`src/rtl/timer_event_ctrl_if.sv`:
```
// Bus between the timer-side logic and the event controller: terminal pulse,
// threshold and acknowledge in, interrupt status out.
interface timer_event_ctrl_if #(
    parameter int unsigned WIDTH = 4
);
    logic             cnt_one;
    logic [WIDTH-1:0] thresh;
    logic             irq_ack;
    logic             irq;
    logic [WIDTH-1:0] evt_cnt;
    logic             overflow;
    logic [1:0]       state_out;

    // Controller side
    modport slave (
        input  cnt_one,
        input  thresh,
        input  irq_ack,
        output irq,
        output evt_cnt,
        output overflow,
        output state_out
    );

    // Host / stimulus side
    modport master (
        output cnt_one,
        output thresh,
        output irq_ack,
        input  irq,
        input  evt_cnt,
        input  overflow,
        input  state_out
    );
endinterface

```
`src/rtl/timer_event_ctrl.sv`:
```
// Counts timer expiries (rising edges of cnt_one) and raises a sticky
// interrupt every thresh expiries; flags overflow on an unacknowledged repeat.
module timer_event_ctrl #(
    parameter int unsigned WIDTH = 4
) (
    input  logic                i_clk,
    input  logic                rst_n,
    input  logic                enable,
    timer_event_ctrl_if.slave   bus
);

    typedef enum logic [1:0] {
        IDLE    = 2'b00,
        COUNT   = 2'b01,
        PENDING = 2'b10
    } state_t;

    state_t           state;
    state_t           state_n;
    logic             irq;
    logic             irq_n;
    logic             overflow;
    logic             overflow_n;
    logic [WIDTH-1:0] evt_cnt;
    logic [WIDTH-1:0] evt_cnt_n;
    logic [WIDTH-1:0] thresh_q;
    logic [WIDTH-1:0] thresh_q_n;
    logic             cnt_one_d;

    logic             event_c;
    logic             hit_c;
    logic [WIDTH-1:0] thresh_eff_c;

    // Rising-edge detect on the terminal pulse; threshold 0 behaves as 1
    assign event_c      = enable & bus.cnt_one & ~cnt_one_d;
    assign hit_c        = event_c & (evt_cnt == WIDTH'(thresh_q - WIDTH'(1)));
    assign thresh_eff_c = (bus.thresh == '0) ? WIDTH'(1) : bus.thresh;

    // State and datapath registers
    always_ff @(posedge i_clk or negedge rst_n) begin
        if (!rst_n) begin
            state     <= IDLE;
            irq       <= 1'b0;
            overflow  <= 1'b0;
            evt_cnt   <= '0;
            thresh_q  <= WIDTH'(1);
            cnt_one_d <= 1'b0;
        end else begin
            state     <= state_n;
            irq       <= irq_n;
            overflow  <= overflow_n;
            evt_cnt   <= evt_cnt_n;
            thresh_q  <= thresh_q_n;
            cnt_one_d <= bus.cnt_one;
        end
    end

    // Next-state and next-output logic; disable overrides hit and ack
    always_comb begin
        state_n    = state;
        irq_n      = irq;
        overflow_n = overflow;
        evt_cnt_n  = evt_cnt;
        thresh_q_n = thresh_q;

        if (!enable) begin
            state_n    = IDLE;
            irq_n      = 1'b0;
            overflow_n = 1'b0;
            evt_cnt_n  = '0;
        end else begin
            case (state)
                IDLE: begin
                    // Events during the wake-up cycle are dropped
                    state_n    = COUNT;
                    irq_n      = 1'b0;
                    overflow_n = 1'b0;
                    evt_cnt_n  = '0;
                    thresh_q_n = thresh_eff_c;
                end
                COUNT: begin
                    if (hit_c) begin
                        state_n    = PENDING;
                        irq_n      = 1'b1;
                        evt_cnt_n  = '0;
                        thresh_q_n = thresh_eff_c;
                    end else if (event_c) begin
                        evt_cnt_n = WIDTH'(evt_cnt + WIDTH'(1));
                    end
                end
                PENDING: begin
                    if (hit_c) begin
                        // A new interrupt while one is outstanding: overflow
                        // unless the old one is acked on this very edge
                        evt_cnt_n  = '0;
                        thresh_q_n = thresh_eff_c;
                        overflow_n = ~bus.irq_ack;
                    end else begin
                        if (event_c) begin
                            evt_cnt_n = WIDTH'(evt_cnt + WIDTH'(1));
                        end
                        if (bus.irq_ack) begin
                            state_n    = COUNT;
                            irq_n      = 1'b0;
                            overflow_n = 1'b0;
                        end
                    end
                end
                default: begin
                    state_n    = IDLE;
                    irq_n      = 1'b0;
                    overflow_n = 1'b0;
                    evt_cnt_n  = '0;
                end
            endcase
        end
    end

    // Registered outputs onto the bus
    assign bus.irq       = irq;
    assign bus.evt_cnt   = evt_cnt;
    assign bus.overflow  = overflow;
    assign bus.state_out = state;

endmodule

```
`src/flat_wrapper.sv`:
```
// flat-port wrapper written by rule: the top's interface ports become plain ports
module timer_event_ctrl_flat 
#(
    parameter int unsigned WIDTH = 4
)
  (i_clk, rst_n, enable, bus_cnt_one, bus_thresh, bus_irq_ack, bus_irq, bus_evt_cnt, bus_overflow, bus_state_out);
  timer_event_ctrl_if #(.WIDTH(WIDTH)) bus_i ();
  input  logic i_clk;
  input  logic rst_n;
  input  logic enable;
  input wire logic [$bits(bus_i.cnt_one)-1:0] bus_cnt_one;
  input wire logic [$bits(bus_i.thresh)-1:0] bus_thresh;
  input wire logic [$bits(bus_i.irq_ack)-1:0] bus_irq_ack;
  output wire logic [$bits(bus_i.irq)-1:0] bus_irq;
  output wire logic [$bits(bus_i.evt_cnt)-1:0] bus_evt_cnt;
  output wire logic [$bits(bus_i.overflow)-1:0] bus_overflow;
  output wire logic [$bits(bus_i.state_out)-1:0] bus_state_out;
  assign bus_i.cnt_one = bus_cnt_one;
  assign bus_i.thresh = bus_thresh;
  assign bus_i.irq_ack = bus_irq_ack;
  assign bus_irq = bus_i.irq;
  assign bus_evt_cnt = bus_i.evt_cnt;
  assign bus_overflow = bus_i.overflow;
  assign bus_state_out = bus_i.state_out;
  timer_event_ctrl #(.WIDTH(WIDTH)) u_core (.i_clk(i_clk), .rst_n(rst_n), .enable(enable), .bus(bus_i));
endmodule
```
`config.mk`:
```
export PLATFORM = sky130hd
export DESIGN_NAME = timer_event_ctrl_flat
export DESIGN_NICKNAME = d
export VERILOG_FILES = /design/src/rtl/timer_event_ctrl_if.sv /design/src/rtl/timer_event_ctrl.sv /design/src/flat_wrapper.sv
export SDC_FILE = /design/constraint.sdc
export NUM_CORES = 1
export LEC_CHECK = 0
export ABC_AREA = 1
export ABC_CLOCK_PERIOD_IN_PS = 2350
export CORE_MARGIN = 2
export CORE_UTILIZATION = 40
export DETAILED_ROUTE_END_ITERATION = 6
export PLACE_DENSITY = 0.65
export SYNTH_ARGS = -nofsm -noshare
export SYNTH_HDL_FRONTEND = slang
export SYNTH_SLANG_ARGS = --single-unit
```
`constraint.sdc`:
```
create_clock -name i_clk -period 2.35 [get_ports i_clk]
set_input_delay 0.235 -clock i_clk [delete_from_list [all_inputs] [get_ports i_clk]]
set_output_delay 0.235 -clock i_clk [all_outputs]
set_load 0.02 [all_outputs]
```
Yosys cells after proc, flatten, opt, wreduce, memory -nomap -nowiden
Cells that the tools add are included.
{"block": "totals", "latch_bits": 0, "mem_bits_rw": 0, "regBits": 13, "n_memories": 0, "rom_bits": 0}
{"block": "op_classes", "eq_ne": 10, "n_addsub": 2, "multipliers": 0, "shifts": 0, "n_mux": 20, "magnitude_cmp": 0, "reduce_logical": 7, "n_div": 0, "bitwise": 5}
{"cell": "4-bit two-way mux", "n": 6}
{"cell": "2-bit two-way mux", "n": 4}
{"cell": "4-bit case mux with 2 select lines", "n": 1}
{"cell": "1-bit two-way mux", "n": 6}
{"cell": "3-bit != test, second input constant", "n": 2}
{"cell": "2-bit case mux with 3 select lines", "n": 1}
{"cell": "3-bit AND reduction", "n": 2}
{"cell": "4-bit by 1-bit adder with 4-bit output, second input constant", "n": 1}
{"cell": "4-bit equality test", "n": 1}
{"cell": "4-bit zero test", "n": 1}
{"cell": "4-bit by 2-bit != test with 1-bit output, second input constant", "n": 1}
{"cell": "4-bit by 3-bit != test with 1-bit output, second input constant", "n": 1}
{"cell": "1-bit case mux with 2 select lines", "n": 2}
{"cell": "4-bit by 1-bit subtractor with 4-bit output, second input constant", "n": 1}
{"cell": "1-bit AND", "n": 3}
{"cell": "3-bit by 2-bit != test with 1-bit output, second input constant", "n": 1}
{"cell": "2-bit by 1-bit equality test with 1-bit output, second input constant", "n": 1}
{"cell": "2-bit equality test, second input constant", "n": 1}
{"cell": "2-bit zero test", "n": 1}
{"cell": "2-bit by 1-bit != test with 1-bit output, second input constant", "n": 1}
{"cell": "2-bit != test, second input constant", "n": 1}
{"cell": "1-bit NOT", "n": 2}
{"cell": "2-bit AND reduction", "n": 1}
{"cell": "2-bit nonzero test", "n": 1}
{"cell": "2-bit OR reduction", "n": 1}

Longest topological paths before layout
Gate-level depths: netlist of the first run.
{"block": "logic_depth", "word_depth": 6, "depth_mapped": 12, "ltp_nobuf": 12}

Worst setup path after synthesis of the first run
No wires, ideal clock.
{"block": "synth_timing", "path_kind": "reg2reg", "from": "reg u_core.thresh_q[0]", "to": "reg u_core.thresh_q[2]", "t_arrival_ns": 1.581, "n_path_buf": 0, "required_ns": 2.233, "slack_ns": 0.653, "setup_ns": 0.117, "period_less_slack_ns": 1.697, "path_stages_with_launch": 13, "path_cell_list": "dfstp_2 > inv_1 > ha_1 > inv_1 > nand2_1 > nand2_1 > nand3_2 > nor2_4 > nand2_4 > nand2_4 > nand2_4 > nand2_1 > nand2_1"}
{"block": "synth_between", "elab_chain_len": 5}
{"element": "from (decl)", "line": "timer_event_ctrl.sv:26", "source": "logic [WIDTH-1:0] thresh_q;"}
{"element": "from (signal assigned)", "line": "timer_event_ctrl.sv:53", "source": "thresh_q <= thresh_q_n;"}
{"element": "4-bit by 1-bit subtractor with 4-bit output", "line": "timer_event_ctrl.sv:36", "source": "assign hit_c = event_c & (evt_cnt == WIDTH'(thresh_q - WIDTH'(1)));"}
{"element": "4-bit equality test", "line": "timer_event_ctrl.sv:36"}
{"element": "1-bit AND", "line": "timer_event_ctrl.sv:36"}
{"element": "2-bit by 1-bit != test with 1-bit output (no source line)"}
{"element": "3-bit AND reduction (no source line)"}
No other way between the ends.
A chain may end at the register's enable or synchronous reset.

Worst setup path after layout of the first run
{"block": "layout_timing", "from": "reg u_core.thresh_q[0]", "to": "reg u_core.thresh_q[1]"}
The elaborated chain is that of the path after synthesis.

==> results of run 1 <==
## cell usage after synthesis (all sizes together)
cell type / number
nand3: 11
or2: 1
dfrtp: 11
ha: 5
a21oi: 3
inv: 19
xor2: 1
xnor2: 1
nor3: 2
nand4: 3
dfstp: 1
buf: 1
nor2: 13
nand2: 39
## path summary, 6_finish.rpt
| check | from | end | slack (ps) | cells after the start |
|---|---|---|---|---|
| min reg2reg | u_core.thresh_q[3] | u_core.thresh_q[3] | 500 | 2 |
| max | u_core.thresh_q[0] | u_core.thresh_q[1] | 540 | 12 |
| min | rst_n | u_core.bus.evt_cnt[1] | 320 | 1 |
| min in group i_clk | bus_cnt_one | u_core.cnt_one_d | 460 | 1 |
| max reg2reg | u_core.thresh_q[0] | u_core.thresh_q[1] | 540 | 12 |
| max in group asynchronous | rst_n | u_core.thresh_q[0] | 1650 | 1 |
## metal layers
| metal | wire length, µm | vias up |
|---|---|---|
| met2 | 651 | 22 |
| met5 | 0 | - |
| met1 | 744 | 329 |
| met3 | 88 | 2 |
| li1 | - | 380 |
| met4 | 9 | 0 |
## worst max-delay path, delay by kind of cell (launching register included)
family,cells,cell delay [ps]
adders and majority gates,1,300
buffers and inverters,2,110
DFF,1,570
and+or+nand+nor,9,710
## layout by cell type, fill, tap and decap left out, types with 3 or more instances in the layout
cell and n:
nand2_1 34, inv_1 19, clkdlybuf4s50_1 16, nor2_1 11
dfrtp_1 11, nand3_1 10, ha_1 5, nand2_4 3
a21oi_1 3, nand4_1 3, clkbuf_4 3
## sequential cells by signal, indices dropped and copies added, names as in the netlist
| name | cells |
|---|---|
| u_core.thresh_q | 4 |
| u_core.cnt_one_d | 1 |
| u_core.bus.state_out | 1 |
| u_core.bus.evt_cnt | 4 |
| u_core.bus.overflow | 1 |
| u_core.bus.irq | 1 |
## area by class of cell
type | instances | area [µm²] | area share
Inverter | 19 | 71.3 | 0.0699
Sequential cell | 12 | 302 | 0.295
Tap cell | 27 | 33.8 | 0.0331
Multi-Input combinational cell | 79 | 428 | 0.419
Timing Repair Buffer | 16 | 160 | 0.157
Clock buffer | 4 | 26.3 | 0.0257
## through the flow
stage | util | hold WS [ps] | area (µm²) | total power [µW] | setup slack [ps]
2_1_floorplan | - | -60.6 | 808 | 670 | 653
3_3_place_gp | 0.512 | 488 | 995 | 785 | 557
3_5_place_dp | 0.512 | 482 | 995 | 788 | 556
4_1_cts | 0.526 | 354 | 1020 | 927 | 537
5_1_grt | 0.526 | 382 | 1020 | 1020 | 371
6_report | 0.526 | 322 | 1020 | 918 | 544
## logic make-up (layout without fill, tap and decap cells)
| family | after synthesis | count (layout) | synth area share |
|---|---|---|---|
| buffers and inverters | 20 | 39 | 0.0975 |
| AOI/OAI and AO/OA | 3 | 3 | 0.0186 |
| adders and majority gates | 5 | 5 | 0.0774 |
| DFF | 12 | 12 | 0.373 |
| xor gates and xnor gates | 2 | 2 | 0.0217 |
| and+or+nand+nor | 69 | 69 | 0.412 |
## where the power goes
part           switching, µW  internal (µW)  total, µW
Sequential              53.1            261        314
Combinational            282            184        466
Clock                   71.4           65.7        137
Total                    407            510        918
==> results.toml, run 1 <==
[synth]
synthTopCellsByArea = "dfrtp_1 34%, nand2_1 16%, inv_1 8.8%"
synthCells = 111
synth.cell_area_um2 = 808
yosysTopAreaCellShare = 0.341
synth.ff_latch_count = 12
ys_seq_area_frac = 0.373
yosysWarnings = 0
yosysTopAreaCell = "dfrtp_1"
syn-num-nets = 125
avgSynthCellArea_um2 = 7.28
ys_types = 18

[worst_hold_path]
hp-class = "primary input to async pin"

[finish]
layout.nets = 145
fin_cells = 157
n_fill_cell = 186
final_layout_size_suffix_gt1_frac = 0.100
syn_to_final_growth_pct = 26.3
num_antenna_cells = 0

[critical_path]
cp_cell_sequence = "inv_1, ha_1, inv_1, nand2_1, nand2_1, nand3_2, nor2_4, nand2_4, nand2_4, nand2_4, nand2_1, nand2_1"
critPathKind = "flip-flop to flip-flop"
crit_path_max_fanout = 6
crit_required_ps = 2520
startpoint_type = "flip-flop"
critPathCaptureType = "flip-flop"
crit_slowest_cell = "dfstp_2"
cp_common_cell = "nand2_1"
cp.arrival_ps = 1970
cp_slowest_stage_delay_ps = 570

[power]
leakagePower_uw = 0.000547
p_per_area_nw_per_um2 = 899
vdd_ir_drop_max_uv = 402

[sta]
period_needed_ps = 1810
slew_viol_final = 0
hold_violations = 0
setup_violations = 0
fmax_mhz = 554
fin_setup_tns_ps = 0
fin_worst_skew_ps = 0.643
period_share = 0.769
slew_headroom = 0.622
rsz0062_at_grt = "no"
worstMarginPinSlew_ps = 565

[place]
gp_congestion = 0.811
dp_hpwl_um = 1200
dp.cells = 153
port_buffers = 16

[run_status]
outcome = "complete, no violations"

[global_routing]
grt_pass1_vias = 655
gr-usage-all-layers = 0.146
use_met2 = 0.228
grt-ovfl-total = 0
grt_max_degree = 13
antenna_found_initial = 0
use_met1 = 0.203
gr-usage-met3 = 0.0399
grt_pass1_wl_um = 2770
grt.busiest_layer = "met2"

[clocking]
root_buffer = "clkbuf_4"
clock-sinks = 12
cts.repair.resized = 0
cts_setup_buffers = 0
cts_tree = "done"
clkTransAtPathRegs_ps = 80
htree_levels = 1
clkLatencyLatePin_ps = 270
cts_hold_buf = 0
cts_buffers = 3
cts.path.max_buffers = 2

[die]
die_height_um = 49.0
die_w_um = 49.0
rows = 16
core_um2 = 1940
initial_core_util = 0.416
fp.dieArea_um2 = 2400
ios = 17

[job]
max-cap-violations = 0

[route]
drtIter0Drc = 9
dr.pass1.iters = 4
routed_via_density = 4.67
ant_nets = 0
drc = 0
vias = 733
wl_per_cell_um = 9.52
wl_um = 1490
No activity file was read; power rests on OpenSTA's default activity.
==> inputs of run 2 (changes only) <==
- ABC_CLOCK_PERIOD_IN_PS: 2350 -> 1700
- clock period: 2.35 -> 1.7 ns (I/O delays scaled with it)
==> results.toml, run 2 (same netlist as run 1, synthesis figures left out) <==
[critical_path]
cp_common_cell = "nand2_4"
critPathKind = "flip-flop to flip-flop"
crit_slowest_cell = "dfstp_2"
startpoint_type = "flip-flop"
crit_required_ps = 1870
crit_path_max_fanout = 5
cp.arrival_ps = 1830
critPathCaptureType = "flip-flop"
cp_slowest_stage_delay_ps = 540
cp_cell_sequence = "inv_2, ha_4, nand2_2, nand2_2, nand3_2, nor2_4, nand2_4, nand2_4, nand2_4, nand2_1, nand2_1"

[clocking]
clkLatencyLatePin_ps = 280
cts.path.max_buffers = 2
cts_tree = "done"
root_buffer = "clkbuf_4"
clock-sinks = 12
cts_hold_buf = 0
htree_levels = 1
cts_buffers = 3
clkTransAtPathRegs_ps = 90

[route]
ant_nets = 0
wl_per_cell_um = 10.0
routed_via_density = 4.55
wl_um = 1640
dr.pass1.iters = 4
drtIter0Drc = 17
drc = 0
vias = 747

[finish]
layout.nets = 152
syn_to_final_growth_pct = 36.7
num_antenna_cells = 0
final_layout_size_suffix_gt1_frac = 0.190
most-common-layout-cells = "32 x nand2_1, 17 x inv_1, 16 x clkdlybuf4s50_1, 11 x nor2_1, 11 x dfrtp_1"
layout_commonest_cell = "nand2_1"
reg_top3 = "u_core.bus.evt_cnt (4), u_core.thresh_q (4)"
final_core_util = 0.569
n_fill_cell = 198

[die]
ios = 17
die_w_um = 49.0
rows = 16
core_um2 = 1940
die_height_um = 49.0
initial_core_util = 0.416
fp.dieArea_um2 = 2400

[global_routing]
grt_pass1_vias = 688
gr-usage-all-layers = 0.165
grt_max_degree = 13
antenna_found_initial = 0
grt_pass1_wl_um = 2920
grt-ovfl-total = 0

[sta]
period_needed_ps = 1660
fin_worst_skew_ps = 10.4
rsz0062_at_grt = "yes"
slew_headroom = 0.626
hold_violations = 0
setup_violations = 0
fmax_mhz = 603
worstMarginPinSlew_ps = 559
slew_viol_final = 0
period_share = 0.975

[job]
max-cap-violations = 0

[power]
leakagePower_uw = 0.000589
design_power_total_uw = 1440
p_per_area_nw_per_um2 = 1300
vdd_ir_drop_max_uv = 654

[place]
gp_congestion = 0.785
dp_hpwl_um = 1260
port_buffers = 16

[run_status]
outcome = "complete, no violations"

[worst_hold_path]
hp-class = "primary input to async pin"
## run 2: changes by cell type in the layout (fill, tap and decap cells not counted)
| cell | delta |
|---|---|
| ha_4 | +1 |
| inv_1 | -2 |
| nand2_2 | +2 |
| nand2_1 | -2 |
| ha_1 | -1 |
| clkbuf_8 | +1 |
| buf_4 | +6 |
| inv_2 | +2 |
| buf_6 | +1 |
| clkbuf_1 | -1 |
## run 2: final timing paths
path | startpoint | endpoint | slack, ps | cells after the start
worst min register to register | u_core.thresh_q[3] | u_core.thresh_q[3] | 500 | 2
worst max-delay path | u_core.thresh_q[0] | u_core.thresh_q[1] | 40 | 11
worst max register to register | u_core.thresh_q[0] | u_core.thresh_q[1] | 40 | 11
min in group i_clk | bus_cnt_one | u_core.cnt_one_d | 370 | 1
max in group asynchronous | rst_n | u_core.thresh_q[0] | 1080 | 1
worst min-delay path | rst_n | u_core.bus.evt_cnt[0] | 240 | 1
## run 2: power by group
part	internal (µW)	switching, µW
registers	361	65.0
clock network	130	105
logic	334	442
## run 2: layer usage
| metal | wire [µm] | part of all wire | GRT usage |
|---|---|---|---|
| met1 | 800 | 0.49 | 0.196 |
| met2 | 733 | 0.45 | 0.260 |
| met3 | 62 | 0.038 | 0.0399 |
| met4 | 45 | 0.027 | 0.114 |
| met5 | 0 | 0 | 0 |
## run 2: critical path, delay by kind of cell (launching register included)
family / cells / cell delay, ps
adder cells (fa/ha/maj): 1 / 260
buffers and inverters: 1 / 50
flip-flops: 1 / 540
AND/OR/NAND/NOR: 9 / 700
## run 2: layout make-up
class	instances	area, µm²	area share
multi-input combinational	79	445	0.403
sequential	12	302	0.273
timing repair buffer	23	216	0.196
inverter	19	71.3	0.0646
clock buffer	4	36.3	0.0328
tap	27	33.8	0.0306
## run 2: what timing repair did
| item | 4_1_cts | 5_1_grt |
|---|---|---|
| setup endpoints to repair | 6 | 9 |
| pin swaps | 5 | 1 |
| gates resized for setup | 2 | 4 |
| setup buffers | 2 | 0 |
## run 2: per-stage QoR
stage / area (µm²) / setup TNS, ps / hold WS [ps] / worst slack, ps / cells
final: 1100 / 0 / 240 / 42.7 / 164
after global routing: 1100 / -272 / 280 / -61.0 / 164
after CTS: 1100 / 0 / 257 / 33.2 / 164
after detailed placement: 1030 / -352 / 486 / -71.8 / 158
after global placement: 1030 / -39.1 / 497 / -18.0 / 158
after floorplan: 808 / 0 / -126 / 2.65 / 111
==> inputs of run 3 (changes only) <==
- CTS_BUF_LIST: not set -> sky130_fd_sc_hd__clkbuf_8
==> results.toml, run 3 (same netlist as run 1, synthesis figures left out) <==
[die]
die_w_um = 49.0
ios = 17
die_height_um = 49.0
initial_core_util = 0.416
rows = 16
fp.dieArea_um2 = 2400
core_um2 = 1940

[finish]
n_fill_cell = 195
most-common-layout-cells = "32 x nand2_1, 17 x inv_1, 16 x clkdlybuf4s50_1, 11 x nor2_1, 11 x dfrtp_1"
final_core_util = 0.579
reg_top3 = "u_core.bus.evt_cnt (4), u_core.thresh_q (4)"
multi_input_area_um2 = 445
layout_commonest_cell = "nand2_1"
final_layout_size_suffix_gt1_frac = 0.190
ff_latch_area_um2 = 302
fin_cells = 164
num_antenna_cells = 0
layout.nets = 152
syn_to_final_growth_pct = 39.0

[critical_path]
critPathCaptureType = "flip-flop"
cp.arrival_ps = 1780
critPathKind = "flip-flop to flip-flop"
startpoint_type = "flip-flop"
crit_path_max_fanout = 5
cp_common_cell = "nand2_4"
critical_path_buf_inv_count = 1
cp_cell_sequence = "inv_2, ha_4, nand2_2, nand2_2, nand3_2, nor2_4, nand2_4, nand2_4, nand2_4, nand2_1, nand2_1"
crit_slowest_cell = "dfstp_2"
cpLargestDelayFamily = "simple AND/OR/NAND/NOR gates"
cp_slowest_stage_delay_ps = 540
crit_required_ps = 1830

[sta]
whs_ps = 294
rsz0062_at_grt = "yes"
slew_viol_final = 0
fin_ws_ps = 50.5
worstMarginPinSlew_ps = 562
period_needed_ps = 1650
period_share = 0.970
hold_violations = 0
fin_setup_tns_ps = 0
fmax_mhz = 606
setup_violations = 0
fin_worst_skew_ps = 5.80
slew_headroom = 0.624

[clocking]
clock-sinks = 12
clkTransAtPathRegs_ps = 60
htree_levels = 1
cts_tree = "done"
root_buffer = "clkbuf_8"
clkLatencyLatePin_ps = 240
cts_buffers = 3
cts.path.max_buffers = 2
cts_hold_buf = 0

[global_routing]
grt_pass1_vias = 690
grt_pass1_wl_um = 2880
grt_max_degree = 13
grt-ovfl-total = 0
antenna_found_initial = 0
gr-usage-all-layers = 0.156

[power]
leakagePower_uw = 0.000597
vdd_ir_drop_max_uv = 670
p_per_area_nw_per_um2 = 1350

[route]
ant_nets = 0
highest_layer = "met4"
wl_met1_um = 810
wl_met3_um = 58
routed_via_density = 4.52
drtIter0Drc = 28
vias = 741
wl_met2_um = 744
wl_per_cell_um = 9.92
wl_um = 1630
dr.pass1.iters = 4
drc = 0

[place]
gp_congestion = 0.785
dp_hpwl_um = 1260
dp_worst_setup_slack_ps = -71.8
port_buffers = 16
dp.cells = 158

[worst_hold_path]
hp-class = "primary input to async pin"

[run_status]
outcome = "complete, no violations"

[job]
max-cap-violations = 0
## run 3: cell counts in the layout (fill, tap and decap cells not counted)
No cell type changed its count.
## run 3: cell type report
cell class / instances / share of cell area
multi-input cells: 79 / 0.396
flip-flops and latches: 12 / 0.268
repair buffers: 23 / 0.193
inverters: 19 / 0.0635
clock buffers: 4 / 0.0490
well taps: 27 / 0.0301
## run 3: worst paths after layout
path	from	endpoint	slack (ps)	depth (start not counted)
max	u_core.thresh_q[0]	u_core.thresh_q[1]	50	11
min	rst_n	u_core.bus.evt_cnt[0]	290	1
max reg2reg	u_core.thresh_q[0]	u_core.thresh_q[1]	50	11
min reg2reg	u_core.thresh_q[3]	u_core.thresh_q[3]	500	2
max in group asynchronous	rst_n	u_core.thresh_q[0]	1030	1
min in group i_clk	bus_cnt_one	u_core.cnt_one_d	420	1
## run 3: metrics by stage
step	power (µW)	area [µm²]
after floorplan	926	808
after global placement	1120	1030
after detailed placement	1140	1030
after CTS	1490	1110
after global routing	1660	1120
final	1520	1120
## run 3: what timing repair did
| item | 4_1_cts | 5_1_grt |
|---|---|---|
| pin swaps | 5 | 1 |
| resized for setup | 2 | 4 |
| setup endpoints to repair | 6 | 9 |
| buffers inserted | 2 | 0 |
## run 3: layer usage
metal  vias up  global-route usage
li1        394                   -
met1       331               0.196
met2        14               0.263
met3         2              0.0307
met4         0              0.0571
met5         -                   0
## run 3: power breakdown
group	switching, µW	total, µW	leakage, µW	internal, µW
Clock	106	311	0.0000288	204
Sequential	65.7	427	0.000155	362
Combinational	446	780	0.000414	334
